`config.mk`:
```
export PLATFORM = sky130hd
export DESIGN_NAME = dec_to_bin_entry
export DESIGN_NICKNAME = d
export VERILOG_FILES = /design/src/rtl/dec_to_bin_entry_pkg.sv /design/src/rtl/dec_to_bin_entry_bcd2_to_bin.sv /design/src/rtl/dec_to_bin_entry.sv
export SDC_FILE = /design/constraint.sdc
export NUM_CORES = 1
export LEC_CHECK = 0
export ABC_AREA = 1
export CORE_MARGIN = 5
export CORE_UTILIZATION = 44
export CTS_CLUSTER_DIAMETER = 50
export DETAILED_ROUTE_END_ITERATION = 8
export PLACE_DENSITY_LB_ADDON = 0.05
export SYNTH_ARGS = -nofsm -noshare
export SYNTH_HDL_FRONTEND = slang
export SYNTH_HIERARCHICAL = 1
export SYNTH_SLANG_ARGS = --single-unit
```
`constraint.sdc`:
```
create_clock -name clk -period 2.22 [get_ports clk]
set_input_delay 0.222 -clock clk [delete_from_list [all_inputs] [get_ports clk]]
set_output_delay 0.222 -clock clk [all_outputs]
set_load 0.02 [all_outputs]
```
`src/rtl/dec_to_bin_entry_pkg.sv`:
```
// Shared definitions for the decimal-entry front end: FSM encodings,
// the largest legal BCD digit and the width of the unbounded conversion.
package dec_to_bin_entry_pkg;

    // State encoding doubles as the count of digits held
    typedef enum logic [1:0] {
        S_EMPTY = 2'd0,
        S_ONE   = 2'd1,
        S_TWO   = 2'd2
    } entry_state_t;

    localparam logic [3:0] DIGIT_MAX = 4'd9;

    // Two BCD digits never exceed 99, which fits in 7 bits
    localparam int VAL_W = 7;

endpackage

```
`src/rtl/dec_to_bin_entry_bcd2_to_bin.sv`:
```
// Combinational two-digit BCD to binary: tens*10 + ones using shifts and adds.
module bcd2_to_bin
    import dec_to_bin_entry_pkg::*;
(
    input  logic [3:0]       tens,
    input  logic [3:0]       ones,
    output logic [VAL_W-1:0] val
);

    logic [VAL_W-1:0] tens_w;
    logic [VAL_W-1:0] ones_w;

    assign tens_w = {3'b000, tens};
    assign ones_w = {3'b000, ones};

    // tens*8 + tens*2 + ones
    assign val = (tens_w << 3) + (tens_w << 1) + ones_w;

endmodule

```
`src/rtl/dec_to_bin_entry.sv`:
```
// Decimal-entry front end: collects up to two BCD key strokes, shows them on
// the display digit registers and converts them to binary on enter.
// Priority within a cycle is clear > enter > digit; lower strobes are dropped.
module dec_to_bin_entry
    import dec_to_bin_entry_pkg::*;
#(
    parameter int BIN_W   = 5,
    parameter int MAX_VAL = 31
) (
    input  logic             clk,
    input  logic             rst,
    input  logic [3:0]       digit_in,
    input  logic             digit_vld,
    input  logic             enter,
    input  logic             clear,
    output logic [3:0]       digit1,
    output logic [3:0]       digit0,
    output logic [1:0]       cnt,
    output logic [BIN_W-1:0] bin,
    output logic             bin_vld,
    output logic             err
);

    localparam logic [VAL_W-1:0] MAX_VAL_W = VAL_W'(MAX_VAL);

    entry_state_t     state_q, state_d;
    logic [3:0]       digit1_d, digit0_d;
    logic [BIN_W-1:0] bin_d;
    logic             bin_vld_d, err_d;
    logic [VAL_W-1:0] val;

    bcd2_to_bin u_conv (
        .tens (digit1),
        .ones (digit0),
        .val  (val)
    );

    assign cnt = state_q;

    // Next-state and next-output decode; every output is registered below
    always_comb begin
        state_d   = state_q;
        digit1_d  = digit1;
        digit0_d  = digit0;
        bin_d     = bin;
        bin_vld_d = 1'b0;
        err_d     = 1'b0;
        if (clear) begin
            state_d  = S_EMPTY;
            digit1_d = 4'd0;
            digit0_d = 4'd0;
        end else if (enter) begin
            if (state_q == S_EMPTY) begin
                err_d = 1'b1;
            end else begin
                if (val <= MAX_VAL_W) begin
                    bin_d     = BIN_W'(val);
                    bin_vld_d = 1'b1;
                end else begin
                    err_d = 1'b1;
                end
                state_d  = S_EMPTY;
                digit1_d = 4'd0;
                digit0_d = 4'd0;
            end
        end else if (digit_vld) begin
            if (digit_in > DIGIT_MAX) begin
                err_d = 1'b1;
            end else begin
                case (state_q)
                    S_ONE, S_TWO: begin
                        digit1_d = digit0;
                        digit0_d = digit_in;
                        state_d  = S_TWO;
                    end
                    default: begin
                        digit1_d = 4'd0;
                        digit0_d = digit_in;
                        state_d  = S_ONE;
                    end
                endcase
            end
        end
    end

    // State and output registers; reset discards any partial entry and bin
    always_ff @(posedge clk or posedge rst) begin
        if (rst) begin
            state_q <= S_EMPTY;
            digit1  <= 4'd0;
            digit0  <= 4'd0;
            bin     <= '0;
            bin_vld <= 1'b0;
            err     <= 1'b0;
        end else begin
            state_q <= state_d;
            digit1  <= digit1_d;
            digit0  <= digit0_d;
            bin     <= bin_d;
            bin_vld <= bin_vld_d;
            err     <= err_d;
        end
    end

endmodule

```
==> flow_summary.json, run 1 <==
{
  "power.switching_w": 0.000270,
  "rsz0062_at_grt": "yes",
  "cts_buffers": 3,
  "leakage_nw": 0.786,
  "switching_share": 0.338,
  "syn_nets": 161,
  "synth-seq-area-share": 0.390,
  "synth-seq-cells": 17,
  "antenna_found_initial": 0,
  "critPathSlowestCell": "fa_1",
  "cts-htree-levels": 1,
  "combinationalPowerShare": 0.337,
  "hold_violations": 0,
  "syn_area_per_cell_um2": 7.67,
  "dr.pass1.iters": 6,
  "path_depth": 14,
  "ios": 26,
  "worstPathMaxFanout": 6,
  "first_global_vias": 942,
  "hold_path_class": "in -> async",
  "die_width_um": 59.8,
  "total_power_w": 0.000800,
  "slew_viol_final": 0,
  "cp_cell_sequence": "inv_1, fa_1, fa_2, inv_2, nand2_2, nand2_2, nand2_1, nand2_1, nand2_2, nor2_4, nand4_4, inv_4, nand2_2, nand2_2",
  "track_usage": 0.152,
  "vias_per_cell": 4.99,
  "gp_congestion": 0.884,
  "end_kind": "register",
  "clockRootBuffer": "clkbuf_4",
  "power_frac_seq": 0.455,
  "report.final.setup_viol": 0,
  "p_int_w": 0.000530,
  "fill_cells": 229,
  "hold_buffers": 0,
  "syn2layout_area_growth_pct": 38.2,
  "cp.required_ns": 2.47,
  "fin_tns_setup_ns": 0,
  "rows": 18,
  "route.detailed.drc": 0,
  "worstSetupStartpoint": "digit0[3]",
  "path_buf_inv": 3,
  "yosys_warnings": 6,
  "syn_area_mm2": 0.00109,
  "core_area_mm2": 0.00243,
  "crit_family": "adder cells",
  "cp-endpoint": "bin[4]",
  "grt_overflow": 0,
  "relSlewSlack": 0.576,
  "fin_skew_ns": 0.0104,
  "synth_cell_types": 19,
  "die_h_um": 59.8,
  "rr_worst_depth": 14,
  "place.port_buffers": 25,
  "status": "finished clean",
  "worstMarginPinSlew_ns": 0.635,
  "start_util": 0.448,
  "grt_max_degree": 18,
  "startpoint_type": "register",
  "irDropWorstVdd_uv": 470,
  "reg2reg_to": "bin[4]",
  "cpPeakStageDelay_ns": 0.46,
  "routed_wl_um": 2600,
  "max_freq_mhz": 453,
  "finalCriticalPeriod_ns": 2.21,
  "crit_top_cell": "nand2_2",
  "antenna_cells": 0,
  "r2r_start": "digit0[3]",
  "cp.arrival_ns": 2.45,
  "clkPwrFrac": 0.208,
  "grt_pass1_wl_um": 4070,
  "clockBufferDepth": 2,
  "vias": 1032,
  "drv_cap": 0,
  "drt_iter0_markers": 28,
  "crit_type": "reg -> reg",
  "syn-instance-count": 142,
  "final_nets": 197,
  "r2r_slack_ns": 0.01,
  "p_per_area_mw_per_mm2": 531,
  "drive_gt1_frac": 0.215,
  "cts.sinks": 17,
  "place.detailed.hpwl_um": 2010,
  "die_area_mm2": 0.00357,
  "wire_per_inst_um": 12.6,
  "clock_latency_ns": 0.30,
  "fin_crit_sh": 0.994,
  "final_core_util": 0.619,
  "path_clk_slew_ns": 0.10,
  "ant_nets": 0,
  "cts_tree": "built"
}
==> cell type report <==
cell class	instances	area [um2]	area share
clock buffer	3	22.5	0.0150
tap	30	37.5	0.0249
clock inverter	1	5.00	0.00332
inverter	26	101	0.0673
sequential	17	429	0.285
timing repair buffer	34	318	0.211
multi-input combinational	96	593	0.394
==> logic make-up after synthesis <==
| logic type | count (synthesis) | share of synthesized area |
|---|---|---|
| AND/OR/NAND/NOR | 84 | 0.347 |
| buffers and inverters | 29 | 0.115 |
| AO/OA/AOI/OAI | 1 | 0.0115 |
| XOR/XNOR | 1 | 0.00804 |
| adder cells (fa/ha/maj) | 10 | 0.129 |
| flip-flops | 17 | 0.390 |
==> synthesized netlist by cell type, drive strengths merged <==
cell     n  area, um2
or2      1       6.26
nor3     5       25.0
inv     25       93.8
o22ai    1       12.5
nand3   16       95.1
nand2   51        191
fa       2       40.0
dfrtp   17        425
clkinv   1       5.00
buf      3       26.3
xnor2    1       8.76
nand4    2       18.8
nor2     9       41.3
ha       8        100
==> worst min path at each step <==
stage / end / slack [ns] / depth (start not counted)
2_1_floorplan: bin[0] / 0.15 / 1
3_3_place_gp: bin[2] / 0.47 / 2
3_5_place_dp: bin[0] / 0.48 / 2
4_1_cts: digit0[0] / 0.32 / 2
5_1_grt: digit0[0] / 0.36 / 2
6_report: digit0[0] / 0.30 / 2
==> per-layer routing <==
layer  up-vias  part of all wire  GRT usage
met2        39              0.50      0.272
met4         0             0.027     0.0759
met5         -                 0          0
met1       478              0.42      0.173
met3         9             0.054     0.0238
li1        506                 -          -
==> power groups by stage <==
stage / Sequential [W] / Combinational, W / Clock, W
after floorplan: 0.000412 / 0.000102 / 0
after global placement: 0.000370 / 0.000258 / 0
after detailed placement: 0.000371 / 0.000261 / 0
after CTS: 0.000365 / 0.000266 / 0.000170
after global routing: 0.000369 / 0.000292 / 0.000184
final: 0.000364 / 0.000270 / 0.000167
==> flip-flops by register name (all words and copies together) (netlist names) <==
register and cells:
bin 5, digit0 4, digit1 4, cnt 2, bin_vld 1, err 1
==> cells in the final DEF (no fill, tap or decap), types with 2 or more instances in the layout <==
cell,synthesis,final
buf_4,2,9
clkbuf_4,0,3
clkdlybuf4s50_1,0,25
clkinv_2,1,2
dfrtp_1,17,14
dfrtp_2,0,3
ha_1,8,6
inv_1,23,21
inv_2,2,3
nand2_1,51,45
nand2_2,0,6
nand3_1,13,12
nand3_2,3,4
nor2_1,8,7
nor2_4,1,2
nor3_1,5,5
==> metrics by stage <==
stage	setup slack, ns	instance area, um2	hold slack [ns]	cells
floorplan	0.0326	1100	0.148	142
global placement	-0.00980	1400	0.474	200
detailed placement	-0.0718	1400	0.476	200
CTS	0.00757	1460	0.315	205
global route	-0.130	1510	0.365	207
finish	0.0136	1510	0.296	207
==> what timing repair did <==
| action | in CTS | in global routing |
|---|---|---|
| setup buffers | 1 | 2 |
| gates resized for setup | 6 | 9 |
| pin swaps | 3 | 9 |
| setup endpoints to repair | 5 | 7 |
| gates cloned | 0 | 0 |
| endpoints found under the hold margin | 0 | 0 |
Note: power is estimated with default switching activity, not from simulation.
==> inputs of run 2 (changes only) <==
Settings changed: SLEW_MARGIN set to 20.
==> results of run 2 <==
The final DEF is identical to that of run 1; final timing and power are the same.
